<file path="src/rtl/serial_frame_rx.sv">
// Serial packet receiver: one bit per clk, frames are start(0), type, payload
// MSB first, stop(1). Good frames land in a first-word-fall-through FIFO;
// bad stop bits pulse frame_err and resync on the next idle-high bit.
module serial_frame_rx #(
  parameter int DATA_W     = 8,
  parameter int FIFO_DEPTH = 4
) (
  input  logic                          clk,
  input  logic                          rst_n,
  input  logic                          sin,
  output logic                          out_valid,
  input  logic                          out_ready,
  output logic [DATA_W-1:0]             out_data,
  output logic                          out_is_cmd,
  output logic                          frame_err,
  output logic                          overflow,
  output logic [$clog2(FIFO_DEPTH):0]   fifo_level
);

  localparam int AW = $clog2(FIFO_DEPTH);
  localparam int LW = AW + 1;
  localparam int CW = (DATA_W > 1) ? $clog2(DATA_W) : 1;

  typedef enum logic [2:0] {
    S_IDLE, S_TYPE, S_PAYLOAD, S_STOP, S_RESYNC
  } state_t;

  typedef struct packed {
    logic              is_cmd;
    logic [DATA_W-1:0] data;
  } pkt_t;

  state_t            state, state_nxt;
  logic [CW-1:0]     bit_cnt;
  logic              type_q;
  logic [DATA_W-1:0] payload_q;
  logic              push_req, ferr_set;
  logic              last_bit;

  pkt_t              mem [FIFO_DEPTH];
  logic [AW-1:0]     wr_ptr, rd_ptr;
  logic [LW-1:0]     level;
  logic              full, pop, push_ok;
  pkt_t              head;

  assign last_bit = (bit_cnt == CW'(DATA_W-1));

  // FSM state register
  always_ff @(posedge clk or negedge rst_n) begin
    if (!rst_n) state <= S_IDLE;
    else        state <= state_nxt;
  end

  // FSM next state: walk the frame fields one bit per clock
  always_comb begin
    state_nxt = state;
    case (state)
      S_IDLE:    if (!sin) state_nxt = S_TYPE;
      S_TYPE:    state_nxt = S_PAYLOAD;
      S_PAYLOAD: if (last_bit) state_nxt = S_STOP;
      S_STOP:    state_nxt = sin ? S_IDLE : S_RESYNC;
      S_RESYNC:  if (sin) state_nxt = S_IDLE;
      default:   state_nxt = S_IDLE;
    endcase
  end

  // FSM outputs: stop-bit verdict
  always_comb begin
    push_req = 1'b0;
    ferr_set = 1'b0;
    if (state == S_STOP) begin
      push_req = sin;
      ferr_set = !sin;
    end
  end

  // Frame datapath: type latch, payload shifter, bit counter
  always_ff @(posedge clk or negedge rst_n) begin
    if (!rst_n) begin
      type_q    <= 1'b0;
      payload_q <= '0;
      bit_cnt   <= '0;
    end else begin
      case (state)
        S_TYPE: begin
          type_q  <= sin;
          bit_cnt <= '0;
        end
        S_PAYLOAD: begin
          payload_q <= (payload_q << 1) | DATA_W'(sin);
          bit_cnt   <= bit_cnt + 1'b1;
        end
        default: ;
      endcase
    end
  end

  // FIFO control; a full FIFO still accepts a push when the head leaves the same edge
  assign full    = (level == LW'(FIFO_DEPTH));
  assign pop     = out_valid && out_ready;
  assign push_ok = push_req && (!full || pop);

  // FIFO storage, not reset: the output is gated by out_valid instead
  always_ff @(posedge clk) begin
    if (push_ok) mem[wr_ptr] <= '{is_cmd: type_q, data: payload_q};
  end

  // FIFO pointers (natural wrap on power-of-2 depth) and occupancy
  always_ff @(posedge clk or negedge rst_n) begin
    if (!rst_n) begin
      wr_ptr <= '0;
      rd_ptr <= '0;
      level  <= '0;
    end else begin
      if (push_ok) wr_ptr <= wr_ptr + 1'b1;
      if (pop)     rd_ptr <= rd_ptr + 1'b1;
      case ({push_ok, pop})
        2'b10:   level <= level + 1'b1;
        2'b01:   level <= level - 1'b1;
        default: level <= level;
      endcase
    end
  end

  // One-cycle event pulses
  always_ff @(posedge clk or negedge rst_n) begin
    if (!rst_n) begin
      frame_err <= 1'b0;
      overflow  <= 1'b0;
    end else begin
      frame_err <= ferr_set;
      overflow  <= push_req && full && !pop;
    end
  end

  assign head       = mem[rd_ptr];
  assign out_valid  = (level != '0);
  assign out_data   = out_valid ? head.data : '0;
  assign out_is_cmd = out_valid && head.is_cmd;
  assign fifo_level = level;

endmodule

</file>
<file path="config.mk">
export PLATFORM = sky130hd
export DESIGN_NAME = serial_frame_rx
export DESIGN_NICKNAME = d
export VERILOG_FILES = /design/src/rtl/serial_frame_rx.sv
export SDC_FILE = /design/constraint.sdc
export NUM_CORES = 1
export LEC_CHECK = 0
export ABC_AREA = 1
export BUFFER_PORTS_ARGS = -buffer_cell sky130_fd_sc_hd__buf_2
export CAP_MARGIN = 20
export CORE_AREA = 2 2 104 56
export DETAILED_ROUTE_END_ITERATION = 8
export DIE_AREA = 0 0 106 58
export PLACE_DENSITY = 0.73
export SYNTH_ARGS = -nofsm -noshare
export SYNTH_HDL_FRONTEND = slang
export SYNTH_SLANG_ARGS = --single-unit
</file>
<file path="constraint.sdc">
create_clock -name clk -period 1.7 [get_ports clk]
set_clock_uncertainty 0.05 [all_clocks]
set_input_delay 0.34 -clock clk [delete_from_list [all_inputs] [get_ports clk]]
set_output_delay 0.34 -clock clk [all_outputs]
set_load 0.005 [all_outputs]
</file>
# After elaboration in Yosys (flattened, before gate mapping)
# Memories as Yosys holds them, arrays and structs flattened.
# Cells that the tools add are included.
word_totals:
  ff_bits: 24
  ram_bits: 36
  input_bits: 4
  n_memories: 1
classes:
  n_addsub: 5
  n_eq_ne: 11
  mux: 12
  bitwise_logic: 1
  n_reduce_logical: 14
memory_table:
  columns: ["name", "words", "word_bits", "rd", "rd_ports_with_merged_regs", "wr", "line_no", "source"]
  rows:
  - ["mem", 4, 9, 1, 0, 1, "40", "pkt_t mem [FIFO_DEPTH];"]
op_table:
  columns: ["operator", "count"]
  rows:
  - ["3-bit case mux with 5 select lines", 1]
  - ["3-bit two-way mux", 4]
  - ["3-bit case mux with 2 select lines", 2]
  - ["3-bit equality test, second input constant", 3]
  - ["8-bit two-way mux", 1]
  - ["8-bit by 1-bit bitwise OR with 8-bit output", 1]
  - ["3-bit by 1-bit adder with 3-bit output, second input constant", 2]
  - ["3-bit by 2-bit equality test with 1-bit output, second input constant", 2]
  - ["2-bit inequality test, second input constant", 3]
  - ["1-bit logical AND", 5]
  - ["2-bit by 1-bit adder with 2-bit output, second input constant", 2]
  - ["1-bit two-way mux", 4]
  - ["2-bit nonzero test", 2]
  - ["3-bit by 1-bit equality test with 1-bit output, second input constant", 1]
  - ["1-bit logical NOT", 3]
  - ["3-bit logical NOT", 1]
  - ["3-bit AND reduction", 1]
  - ["3-bit nonzero test", 1]
  - ["3-bit by 1-bit subtractor with 3-bit output, second input constant", 1]
  - ["2-bit by 1-bit equality test with 1-bit output, second input constant", 1]
  - ["2-bit equality test, second input constant", 1]
  - ["1-bit logical OR", 1]

# Longest topological paths before layout
# Gate-level depths: netlist of the first run.
depth:
  ltp_word: 6
  ltp_mapped: 12
  depth_no_buf: 12

# Worst setup path after synthesis of the first run
# No wires, ideal clock.
synth_path:
  path_type: "reg2reg"
  start: "register level[0], in the netlist fifo_level[0]"
  end: "register level[2], in the netlist fifo_level[2]"
  setup_ns: 0.117
  t_arrival_ns: 1.606
  path_slack_ns: -0.073
  path_stages_with_launch: 11
  n_path_buf: 0
  synth_period_minus_slack_ns: 1.773
  cell_sequence: "dfrtp_1 -> nor2_1 -> nand2_1 -> nand2_4 -> ha_1 -> inv_1 -> fa_1 -> nand2_1 -> nand3_1 -> nand2_1 -> nand2_1"
synth_via:
  elab_chain_cells: 6
  word_cells_on_any_way: 12
synth_rtl:
  columns: ["element", "line_no", "source"]
  rows:
  - ["from (decl)", "42", "logic [LW-1:0] level;"]
  - ["from (signal assigned)", "118", "2'b10: level <= level + 1'b1;"]
  - ["from (signal assigned)", "119", "2'b01: level <= level - 1'b1;"]
  - ["from (signal assigned)", "120", "default: level <= level;"]
  - ["3-bit equality test / 3-bit nonzero test (equally long branches)", "99, 137", null]
  - ["1-bit logical NOT / 1-bit logical AND (equally long branches)", "101, 100", null]
  - ["1-bit logical OR", "101", "assign push_ok = push_req && (!full || pop);"]
  - ["1-bit logical AND", "101", null]
  - ["2-bit by 1-bit equality test with 1-bit output / 2-bit equality test (equally long branches)", "117", "case ({push_ok, pop})"]
  - ["3-bit case mux with 2 select lines / 2-bit nonzero test (equally long branches)", null, null]
# Several ways; a longest one is shown, not always the timed one.
# A chain may end at the register's enable or synchronous reset.

# Worst setup path after layout of the first run
layout_path:
  start: "register rd_ptr[0]"
  end: "output port out_data[2]"
layout_via:
  elab_chain_cells: 2
layout_rtl:
  columns: ["element", "line_no", "source"]
  rows:
  - ["from (decl)", "41", "logic [AW-1:0] wr_ptr, rd_ptr;"]
  - ["from (signal assigned)", "116", "if (pop) rd_ptr <= rd_ptr + 1'b1;"]
  - ["memory read 4 x 9 bit", null, null]
  - ["8-bit two-way mux", "138", "assign out_data = out_valid ? head.data : '0;"]
  - ["to (decl)", "13", "output logic [DATA_W-1:0] out_data,"]
# Every way passes these cells.

==> results.md, run 1 <==
- Status: finished with violations
- Failing checks: negative setup slack
- Crit path time final: 1.798 ns
- Synth-to-Final Area Change: 26.07%
- Actual slew at the worst max-slew pin: about 0.57 ns
- Flop-to-flop setup slack: -0.02 ns
- Post-route ant nets: 0
- WHS Endpoint: overflow
- CTS H-tree lvls: 3
- Post-synthesis xor/xnor area fraction: 0.6506%
- R2r endpoint: fifo_level[2]
- Clock Latency Late Sink: 0.34 ns
- Switch share: 35.47%
- Synth Area in Adders: between 3 and 4%
- Biggest area consumer among synthesized cells: edfxtp_1
- CTS sink cnt: 60
- Synth Warn #: 0
- Switching pwr: 2.177 mW
- Fin. Hold Viols: 0
- Crit path kind: reg -> out
- GPL Wtd Cong: ~0.76
- Synth Register Bits: 60
- Critical path fanouts, max: 15
- Reg2reg path depth: 11
- Post-synth top cells: nand2_1 (81), inv_1 (55), edfxtp_1 (36), nand3_1 (27), dfrtp_1 (24)
- Critical path launch point type: flop
- Worst relative slew slack: roughly 62%
- Hold path start: sin
- I/O Buffers: 18
- Initial antenna violation count: 0
- Post-route cell area: 3395 sq um
- Seq/Total Area, Yosys: 62.45%
- Vias in the first global route: roughly 1800
- Pre-CTS WS: -0.02753 ns
- Fill cells: roughly 410
- Maximum clock path buffer count: 2
- Async set-reset flop share out of synthesis: 40.00%
- Placed Instance Area: 2984 sq um
- Die W: 106 um
- Worst endpoint required time: 1.31 ns
- WL/cell: between 10 and 15 um
- Fraction of layout cells with a size suffix above 1: 26.36%
- Seq pwr share: roughly 36%
- Synth Area in Simple Gates: 19.93%
- MaxCap Viol Count: 0
- Setup ws final: -0.09813 ns
- Synthesized instance count: 275
- Layout Nets: 337
- N_diodes: 0
- Worst EP arrival: 1.41 ns
- Final setup viols: 10
- Fin cells: 403
- Yosys top cell area share: between 40% and 50%
- Clock share of power: roughly 26%
- Synth top area cells: edfxtp_1 (40%), dfrtp_1 (22%), nand2_1 (11%)
- Final Core Density: 64.61%
- R2R Path Start: fifo_level[1]
- First-pass GRT wire length: 9.204 mm
- Final period util: 105.8%
- WHS: between 0.2 and 0.25 ns
- Core ar.: 5254 sq um
- F_max: between 500 and 600 MHz
- Via-to-Cell Ratio: 4.797
- Clock root buffer master: clkbuf_8
- CP endpoint kind: output port
- Placed Instances: 377
- Mux share of post-synthesis cell area: 0%
- Power Density: 1808 nW/um^2
- Iteration-0 DRC Markers: 145
- Largest family of logic cells by synthesized area: simple AND/OR/NAND/NOR gates
- CTS tree: yes
- Die area: 6148 sq um
- EDFF count, synth: 36
- Via Count: 1933
- Largest net degree at the start of global routing: 25
- Hold path cells: 3
- Syn_nets: 287
- Avg Cell Area, Syn: just under 10 sq um
- Rows: 19
- First-pass DRT Iterations: 5
- Total gr overflow: 0
- Cell area after synthesis: 2693 sq um
- Worst VDD drop: 0.8846 mV
- Initial Util: 51.25%
- Primary FF master, synth: edfxtp_1
- Final wirelength: 5.633 mm
- Synth cell types: 24
- Internal: roughly 4.0 mW
- Die Span Y: 58 um
- Leak: 1.678 nW
- Gr usage total: 20.78%
- Clk slew on worst S/H paths: 0.07 ns
- Combinational share of power: 38.3%
- Synth Area in Compound Gates: 3.253%
- Count leader, synth: nand2_1
- DP HPWL: 3.463 mm
- Worst min path class: in -> reg
- DRC: 0
- Total CTS buffers: 9
- I/O pin count: 19
- Unrepaired setup endpoints after global routing: yes
- Slew Limit Fails: 0
==> stage by stage <==
| step | power, mW | TNS (ns) |
|---|---|---|
| floorplan | 3.483 | 0 |
| global placement | 4.172 | 0 |
| detailed placement | 4.253 | -0.04922 |
| CTS | 6.057 | -0.6554 |
| global route | 6.539 | -1.428 |
| finish | 6.136 | -0.5942 |
==> worst max-delay path by stage <==
stage	from	endpoint	slack, ns	cells after the start
3_5_place_dp	out_ready	fifo_level[2]	-0.03	11
4_1_cts	rd_ptr[0]	out_data[2]	-0.09	5
3_3_place_gp	out_ready	fifo_level[2]	0.008	11
5_1_grt	rd_ptr[0]	out_data[1]	-0.16	5
2_1_floorplan	fifo_level[1]	fifo_level[1]	0.006	7
6_report	rd_ptr[0]	out_data[2]	-0.1	5
==> logic make-up after synthesis <==
logic type	after synthesis
simple gates	125
buf+inv	64
flops	60
compound gates	16
fa+ha+maj	8
xor+xnor	2
==> per-layer routing <==
layer	track usage, %	up-vias	routed length (um)
met4	6.203	0	74
met2	30.05	45	2451
met5	0	-	0
met3	7.537	9	303
met1	29.84	918	2804
li1	-	961	-
==> critical path, stage by stage (launching register included) <==
cell	delay, ns
dfrtp_2	0.46
buf_12	0.17
nand2_1	0.07
nand3_1	0.09
a21oi_2	0.16
buf_2	0.12
==> placed cells by master (no fill, tap or decap), types with 3 or more instances in the layout <==
| cell type | count |
|---|---|
| bufinv_16 | 3 |
| nand2_1 | 76 |
| nand2_2 | 5 |
| o21ai_0 | 4 |
| ha_1 | 6 |
| edfxtp_1 | 36 |
| nor2_1 | 6 |
| buf_2 | 17 |
| nand2_4 | 3 |
| buf_4 | 19 |
| a21oi_1 | 5 |
| clkbuf_8 | 10 |
| nand3_1 | 25 |
| inv_1 | 52 |
| dfrtp_1 | 23 |
| a21oi_2 | 4 |
| inv_2 | 4 |
| buf_6 | 5 |
==> state kept, by name (all words and copies together), names as in the netlist <==
register,count
mem,36
payload_q,8
bit_cnt,3
fifo_level,3
state,3
rd_ptr,2
wr_ptr,2
frame_err,1
overflow,1
type_q,1
==> final cells by class <==
type                    count  area, sq um  share of cell area [%]
flip-flops and latches     60         1683                   49.58
multi-input cells         151        822.0                   24.22
repair buffers             43        314.1                   9.252
inverters                  59        232.7                   6.856
clock buffers              11        141.4                   4.165
clock inverters             5        98.84                   2.912
well taps                  73        91.34                   2.691
repair inverters            1        11.26                  0.3317
==> power groups by stage <==
stage | registers, mW | clock network [mW] | logic [mW]
final | 2.22 | 1.57 | 2.35
after global routing | 2.27 | 1.66 | 2.61
after CTS | 2.22 | 1.59 | 2.25
after detailed placement | 2.25 | 0 | 2.01
after global placement | 2.23 | 0 | 1.94
after floorplan | 2.19 | 0 | 1.29
==> what timing repair did <==
item	4_1_cts	5_1_grt
hold buffers	1	0
cloned	1	1
hold endpoints to repair	24	0
pin swaps	3	9
setup endpoints to repair	10	48
gates resized for setup	15	14
setup buffers	5	3
Note: power is estimated with default switching activity, not from simulation.
==> inputs of run 2 (changes only) <==
Settings changed: CORE_AREA 2 2 104 56 to 2 2 113 60, DIE_AREA 0 0 106 58 to 0 0 115 62, PLACE_DENSITY 0.73 to default.
==> run 2 against run 1 <==
Compared with the run above:
- the flow still finishes with violations (negative setup slack)
- via count down 3.2%
- first-iteration DRC count down 34%
- largest power group unchanged
- core utilization down 8.0 points
==> results.md, run 2 (synthesis gave the netlist of run 1 again) <==
- Status: finished with violations (unchanged)
- Failing checks: negative setup slack (unchanged)
- F_max: 556.4 MHz (was 556.1 MHz)
- Worst endpoint required time: 1.31 ns (about the same)
- WHS Endpoint: overflow (unchanged)
- I/O pin count: 19 (unchanged)
- Unrepaired setup endpoints after global routing: yes (unchanged)
- Crit path kind: reg -> out (unchanged)
- Post-route ant nets: 0 (unchanged)
- Fill cells: 539 (was 413)
- Slew Limit Fails: 0 (unchanged)
- Placed Instance Area: 3018 sq um (was 2984 sq um)
- Worst VDD drop: 0.6568 mV (was 0.8846 mV)
- Placed Instances: 389 (was 377)
- Clk slew on worst S/H paths: 0.05 ns (was 0.07 ns)
- Crit path time final: 1.797 ns (was 1.798 ns)
- Most common cell after layout, fill and taps aside: nand2_1 (unchanged)
- Clock root buffer master: clkbuf_16 (was clkbuf_8)
- Reg area: 1683 sq um (unchanged)
- Rows: 21 (was 19)
- CP endpoint kind: output port (unchanged)
- GPL Wtd Cong: 0.7601 (was 0.7553)
- CTS H-tree lvls: 3 (unchanged)
- I/O Buffers: 18 (unchanged)
- Fraction of layout cells with a size suffix above 1: 37.16% (was 26.36%)
- Total CTS buffers: 9 (unchanged)
- Vias in the first global route: 1732 (was 1776)
- Leak: 1.731 nW (was 1.678 nW)
- Gr usage total: 17.51% (was 20.78%)
- Max FFs per register: 36 (unchanged)
- Initial antenna violation count: 0 (unchanged)
- Hold path start: sin (unchanged)
- Maximum clock path buffer count: 2 (unchanged)
- Worst EP arrival: 1.41 ns (about the same)
- Reg2reg path depth: 10 (was 11)
- Clock Latency Late Sink: 0.32 ns (was 0.34 ns)
- Total gr overflow: 0 (unchanged)
- R2R Path Start: fifo_level[0] (was fifo_level[1])
- First-pass GRT wire length: 8.880 mm (was 9.204 mm)
- DP HPWL: 3.438 mm (was 3.463 mm)
- CTS sink cnt: 60 (unchanged)
- Fin. Hold Viols: 0 (unchanged)
- WL/cell: 13.66 um (was 13.98 um)
- Synth-to-Final Area Change: 32.67% (was 26.07%)
- Pre-CTS WS: -0.02610 ns (was -0.02753 ns)
- Area occupied by multi-input gates: 949.7 sq um (was 822.0 sq um)
- MaxCap Viol Count: 0 (unchanged)
- Via Count: 1872 (was 1933)
- Worst min path class: in -> reg (unchanged)
- Flop-to-flop setup slack: 0.06 ns (was -0.02 ns)
- Final period util: 105.7% (was 105.8%)
- DRC: 0 (unchanged)
- Power Density: 1809 nW/um^2 (was 1808 nW/um^2)
- Hold path cells: 3 (unchanged)
- Largest net degree at the start of global routing: 25 (unchanged)
- Actual slew at the worst max-slew pin: 0.5757 ns (was 0.5708 ns)
- CTS tree: yes (unchanged)
- First-pass DRT Iterations: 4 (was 5)
- Critical path fanouts, max: 6 (was 15)
- Via-to-Cell Ratio: 4.555 (was 4.797)
- Most frequent cells in the layout: nand2_1 (60), inv_1 (50), edfxtp_1 (36), dfrtp_1 (23), buf_4 (21) (was nand2_1 (76), inv_1 (52), edfxtp_1 (36), nand3_1 (25), dfrtp_1 (23))
- Pwr Total: 6.461 mW (was 6.136 mW)
- Final wirelength: 5.615 mm (was 5.633 mm)
- Worst relative slew slack: 61.62% (was 61.95%)
- Iteration-0 DRC Markers: 95 (was 145)
- Initial Util: 42.70% (was 51.25%)
- Setup ws final: -0.09740 ns (was -0.09813 ns)
- Largest reg by FF count: mem (unchanged)
- Post-route cell area: 3572 sq um (was 3395 sq um)
- N_diodes: 0 (unchanged)
- Die Span Y: 62 um (was 58 um)
- Regs by FF count: mem x36, payload_q x8 (unchanged)
- Die W: 115 um (was 106 um)
- Critical path launch point type: flop (unchanged)
- R2r endpoint: fifo_level[2] (unchanged)
- Final setup viols: 9 (was 10)
- Fin cells: 411 (was 403)
- Layout Nets: 338 (was 337)
- Core ar.: 6306 sq um (was 5254 sq um)
- Die area: 7130 sq um (was 6148 sq um)
- Final Core Density: 56.65% (was 64.61%)
==> run 2: cell count changes in the layout (fill, tap and decap cells not counted), sizes merged <==
cell,change
inv,-1
clkinvlp,+2
bufinv,-3
clkbuf,+1
buf,+1
clkinv,+1
==> run 2: timing repair <==
item	4_1_cts	5_1_grt
hold endpoints to repair	24	0
pin swaps	21	13
buffers inserted	1	2
gates cloned	2	0
setup endpoints to repair	9	11
resized for setup	35	31
hold buffers	1	0
==> run 2: layer usage <==
| layer | part of all wire (%) | global-route usage [%] |
|---|---|---|
| met2 | 42 | 26.22 |
| met4 | 1.2 | 6.024 |
| met1 | 53 | 24.16 |
| met3 | 3.9 | 6.111 |
| met5 | 0 | 0 |
==> run 2: where the power goes <==
group	total (mW)	switching, mW	internal, mW
registers	2.25	0.294	1.96
clock network	1.67	0.610	1.06
logic	2.54	1.47	1.07
total	6.46	2.38	4.09
==> run 2: final cells by class <==
class | instances | area share [%]
Clock buffer | 12 | 7.180
Clock inverter | 4 | 0.7005
Inverter | 59 | 6.795
Multi-Input combinational cell | 151 | 26.58
Sequential cell | 60 | 47.11
Tap cell | 80 | 2.802
Timing Repair Buffer | 44 | 8.581
Timing Repair inverter | 1 | 0.2452
==> run 2: worst max-delay path, cell delays in order (launching register included) <==
cell and delay [ns]:
dfrtp_2 0.48, buf_8 0.17, nand2_2 0.08, nand3_2 0.07, a21oi_2 0.15, buf_2 0.13
==> run 2: worst max-delay path by stage <==
stage,cells past startpoint,start,to
6_report,5,rd_ptr[0],out_data[1]
5_1_grt,5,rd_ptr[0],out_data[5]
4_1_cts,5,rd_ptr[0],out_data[3]
3_5_place_dp,11,out_ready,fifo_level[2]
3_3_place_gp,11,out_ready,fifo_level[2]
2_1_floorplan,7,fifo_level[1],fifo_level[1]
==> run 2: per-stage QoR <==
stage / setup TNS, ns / hold slack [ns]
detailed placement: -0.03688 / 0.3298
finish: -0.5353 / 0.2646
global placement: 0 / 0.3277
floorplan: 0 / -0.005591
global route: -1.181 / 0.2813
CTS: -0.4698 / 0.2571
